===== config.mk =====
export PLATFORM = sky130hd
export DESIGN_NAME = serial_add_sub
export DESIGN_NICKNAME = d
export VERILOG_FILES = /design/src/rtl/serial_add_sub.sv
export SDC_FILE = /design/constraint.sdc
export NUM_CORES = 1
export LEC_CHECK = 0
export ABC_AREA = 1
export CAP_MARGIN = 15
export CORE_AREA = 2 2 60 62
export CTS_CLUSTER_DIAMETER = 120
export CTS_CLUSTER_SIZE = 28
export DETAILED_ROUTE_END_ITERATION = 6
export DIE_AREA = 0 0 62 64
export GPL_ROUTABILITY_DRIVEN = 0
export PLACE_DENSITY = 0.81
export SLEW_MARGIN = 40
export SYNTH_ARGS = -nofsm -noshare
export SYNTH_HDL_FRONTEND = slang
export SYNTH_SLANG_ARGS = --single-unit

===== constraint.sdc =====
create_clock -name clk -period 3.1 [get_ports clk]
set_input_delay 0.465 -clock clk [delete_from_list [all_inputs] [get_ports clk]]
set_output_delay 0.465 -clock clk [all_outputs]
set_load 0.05 [all_outputs]

===== src/rtl/serial_add_sub.sv =====
// Digit-serial adder/subtractor: DIGIT bits per clock, LSB first, valid/ready on both sides.
// Define SERIAL_ADD_OVF_EN to add the signed-overflow output ovf.
module serial_add_sub #(
    parameter int WIDTH = 8,
    parameter int DIGIT = 1
) (
    input  logic             clk,
    input  logic             rst_n,
    input  logic             in_valid,
    output logic             in_ready,
    input  logic [WIDTH-1:0] a,
    input  logic [WIDTH-1:0] b,
    input  logic             cin,
    input  logic             sub,
    output logic             out_valid,
    input  logic             out_ready,
    output logic [WIDTH-1:0] sum,
    output logic             cout
`ifdef SERIAL_ADD_OVF_EN
    ,
    output logic             ovf
`endif
);
    localparam int N     = WIDTH / DIGIT;
    localparam int CNT_W = (N > 1) ? $clog2(N) : 1;

    typedef enum logic [1:0] {
        IDLE,
        RUN,
        DONE
    } state_t;

    state_t state_q, state_d;

    logic [WIDTH-1:0] a_q, a_d;
    logic [WIDTH-1:0] b_q, b_d;
    logic [WIDTH-1:0] res_q, res_d;
    logic [WIDTH-1:0] sum_q, sum_d;
    logic             carry_q, carry_d;
    logic             cout_q, cout_d;
    logic [CNT_W-1:0] cnt_q, cnt_d;
    logic [DIGIT:0]   slice;
    logic             last;
`ifdef SERIAL_ADD_OVF_EN
    logic             ovf_q, ovf_d;
`endif

    always_ff @(posedge clk) begin
        if (!rst_n) begin
            state_q <= IDLE;
        end else begin
            state_q <= state_d;
        end
    end

    always_comb begin
        state_d = state_q;
        case (state_q)
            IDLE:    if (in_valid) state_d = RUN;
            RUN:     if (last) state_d = DONE;
            DONE:    if (out_ready) state_d = IDLE;
            default: state_d = IDLE;
        endcase
    end

    // Handshake outputs come from registered state only, so no input reaches them combinationally.
    always_comb begin
        in_ready  = (state_q == IDLE);
        out_valid = (state_q == DONE);
    end

    always_comb begin
        slice = {1'b0, a_q[DIGIT-1:0]} + {1'b0, b_q[DIGIT-1:0]} + {{DIGIT{1'b0}}, carry_q};
        last  = (cnt_q == CNT_W'(N - 1));
    end

    always_comb begin
        a_d     = a_q;
        b_d     = b_q;
        res_d   = res_q;
        sum_d   = sum_q;
        carry_d = carry_q;
        cout_d  = cout_q;
        cnt_d   = cnt_q;
`ifdef SERIAL_ADD_OVF_EN
        ovf_d   = ovf_q;
`endif
        case (state_q)
            IDLE: begin
                if (in_valid) begin
                    a_d     = a;
                    b_d     = b ^ {WIDTH{sub}};
                    carry_d = sub | cin;
                    cnt_d   = '0;
                end
            end
            RUN: begin
                a_d     = a_q >> DIGIT;
                b_d     = b_q >> DIGIT;
                carry_d = slice[DIGIT];
                cnt_d   = cnt_q + CNT_W'(1);
                // New digit enters at the MSB end so the result is aligned after N shifts.
                res_d   = res_q >> DIGIT;
                res_d[WIDTH-1 -: DIGIT] = slice[DIGIT-1:0];
                if (last) begin
                    sum_d  = res_d;
                    cout_d = slice[DIGIT];
`ifdef SERIAL_ADD_OVF_EN
                    ovf_d  = a_q[DIGIT-1] ^ b_q[DIGIT-1] ^ slice[DIGIT-1] ^ slice[DIGIT];
`endif
                end
            end
            default: ;
        endcase
    end

    always_ff @(posedge clk) begin
        if (!rst_n) begin
            a_q     <= '0;
            b_q     <= '0;
            res_q   <= '0;
            sum_q   <= '0;
            carry_q <= 1'b0;
            cout_q  <= 1'b0;
            cnt_q   <= '0;
`ifdef SERIAL_ADD_OVF_EN
            ovf_q   <= 1'b0;
`endif
        end else begin
            a_q     <= a_d;
            b_q     <= b_d;
            res_q   <= res_d;
            sum_q   <= sum_d;
            carry_q <= carry_d;
            cout_q  <= cout_d;
            cnt_q   <= cnt_d;
`ifdef SERIAL_ADD_OVF_EN
            ovf_q   <= ovf_d;
`endif
        end
    end

    assign sum  = sum_q;
    assign cout = cout_q;
`ifdef SERIAL_ADD_OVF_EN
    assign ovf  = ovf_q;
`endif

endmodule


==> out/qor.yml <==
power_leakage_uw: 0.000998
status: "complete, no violations"
drv_slew: 0
timing.rr.start: "cnt_q[0]$_SDFFE_PN0P_"
root_buffer: "clkbuf_4"
pin_count: 33
slew_headroom: 0.641
drc: 0
internal_power_uw: 744
slowest_stage: "clkdlybuf4s50_1"
synthTopCellsByArea: "dfxtp_1, nor2_1, nand2_1"
die-width_um: 62
ys_seq_elements: 38
end_kind: "output pin"
antenna_found_initial: 0
swShare: 0.260
preCtsSetupSlack_ps: 1100
fmax_mhz: 430
grt_pass1_wl_um: 6110
hold_viol: 0
min_path_type: "flop to flop"
fp.dieH_um: 64
first_pass_iters: 4
syn_area_sq_um: 1730
dr.first_iter.drc_count: 56
switching_power_uw: 262
design_area_sq_um: 2140
p_per_area_nw_per_um2: 470
worstPathRequired_ps: 2630
path_clk_slew_ps: 120
insertion_delay_ps: 340
syn_avg_cell_area_sq_um: 6.75
hpwl_um: 2400
path_max_fanout: 4
dieArea_sq_um: 3970
detail-route-antenna-nets: 0
cap_violations: 0
yosysSeqAreaShare: 0.439
slowest_delay_ps: 850
clockPowerShare: 0.327
fill_cells: 311
synth_top_area_frac: 0.439
core_area_sq_um: 3280
cts_tree: "done"
cts-buffers-inserted: 5
syn_to_final_growth_pct: 23.5
synth.yosys.warnings: 0
peakVddDrop_mv: 0.261
worstPathArrival_ps: 1860
cp-start-kind: "flop"
synth_cell_types: 23
vias_per_cell: 4.74
mostFrequentLayoutCell: "nor2_1"
synthesis.nets: 282
setup_tns_ps: 0
crit_start: "state_q[1]$_SDFFE_PN0P_"
port_buffers: 32
cts.path.max_buffers: 2
cts_hold_buf: 0
setup_viol: 0
rsz0062_at_grt: "no"
mostFrequentLayoutCells: "nor2_1, nand2_1, dfxtp_1"
numClockSinks: 38
start_util: 0.528
synthCells: 257
diodes: 0
row_count: 21
power_frac_seq: 0.529
grt_overflow: 0
cts_resized: 0
layout-drive-gt1-share: 0.0621
grt_max_degree: 27
wl_per_cell_um: 10.3
worst_pin_slew_ps: 535
placed_area_sq_um: 2060
power_frac_comb: 0.144
finalCritPeriodShare: 0.750
path_class: "flop to output pin"
netlist.top_cell.by_area: "dfxtp_1"
path_cells: "inv_2 -> nor2_1 -> clkdlybuf4s50_1"
cts_setup_buffers: 0
num_vias: 1591
finalWorstSetupSlack_ps: 776
nets: 314
grt_pass1_vias: 1429
regToRegSetupSlack_ps: 1700
fin_skew_ps: 12.6
worstHoldStart: "b_q[7]$_SDFFE_PN0P_"
htreeDepth: 2
grt_use_total: 0.205
wl_um: 3470
period_needed_ps: 2320
area by class of cell:
cell class	instances	area, sq um	share of cell area
repair buffers	33	328	0.153
clock inverters	3	40.0	0.0187
well taps	46	57.6	0.0269
flip-flops and latches	38	761	0.355
multi-input cells	188	827	0.386
clock buffers	5	37.5	0.0175
inverters	23	91.3	0.0426
cell usage after synthesis:
cell / n
buf_4: 1
inv_6: 1
nand3_1: 15
buf_2: 2
nand2_4: 1
buf_8: 1
buf_1: 1
dfxtp_1: 38
buf_6: 1
a21oi_1: 8
nor2_4: 2
fa_1: 1
clkinv_1: 1
nand2_1: 62
inv_2: 2
o21ai_0: 18
nand2_2: 3
xor2_1: 1
clkbuf_1: 2
ha_1: 2
o21ai_1: 1
nor2_1: 74
inv_1: 19
cell families (layout without fill, tap and decap cells):
family                   count (synthesis)  count (layout)  synth area share
AND/OR/NAND/NOR                        157             157             0.368
flip-flops                              38              38             0.439
buffers and inverters                   31              64            0.0844
AO/OA/AOI/OAI                           27              27            0.0779
adder cells (fa/ha/maj)                  3               3            0.0260
XOR/XNOR                                 1               1           0.00505
sequential cells by signal, summed over array words and instances (netlist names):
signal   count
a_q          8
b_q          8
sum          8
res_q        7
cnt_q        3
state_q      2
carry_q      1
cout         1
power groups by stage:
| stage | clock network [uW] | logic, uW | registers (uW) |
|---|---|---|---|
| 2_1_floorplan | 0 | 104 | 539 |
| 3_3_place_gp | 0 | 143 | 542 |
| 3_5_place_dp | 0 | 145 | 543 |
| 4_1_cts | 337 | 146 | 532 |
| 5_1_grt | 368 | 165 | 536 |
| 6_report | 329 | 145 | 532 |
critical path, delay by kind of cell, from the launching register on:
family	cells	cell delay [ps]
buffers and inverters	2	940
AND/OR/NAND/NOR	1	160
flip-flops	1	420
path summary, 6_finish.rpt:
path                    endpoint  depth (start not counted)
min          b_q[7]$_SDFFE_PN0P_                          2
min reg2reg  b_q[7]$_SDFFE_PN0P_                          2
max reg2reg  sum[0]$_SDFFE_PN0P_                          7
max                    out_valid                          3
per-layer routing:
metal / share of wire / vias to the layer above / GRT usage
met5: 0 / - / 0
met4: 0.012 / 0 / 0.0878
met3: 0.037 / 4 / 0.0425
met2: 0.47 / 34 / 0.328
met1: 0.48 / 695 / 0.260
li1: - / 858 / -
per-stage QoR:
| stage | utilization | total power, uW | hold slack [ps] | instances |
|---|---|---|---|---|
| after detailed placement | 0.629 | 688 | 458 | 328 |
| after global placement | 0.629 | 685 | 456 | 328 |
| after global routing | 0.652 | 1070 | 493 | 336 |
| after floorplan | - | 643 | 429 | 257 |
| after CTS | 0.652 | 1020 | 475 | 336 |
| final | 0.652 | 1010 | 475 | 336 |
(Power assumes the default switching activity.)
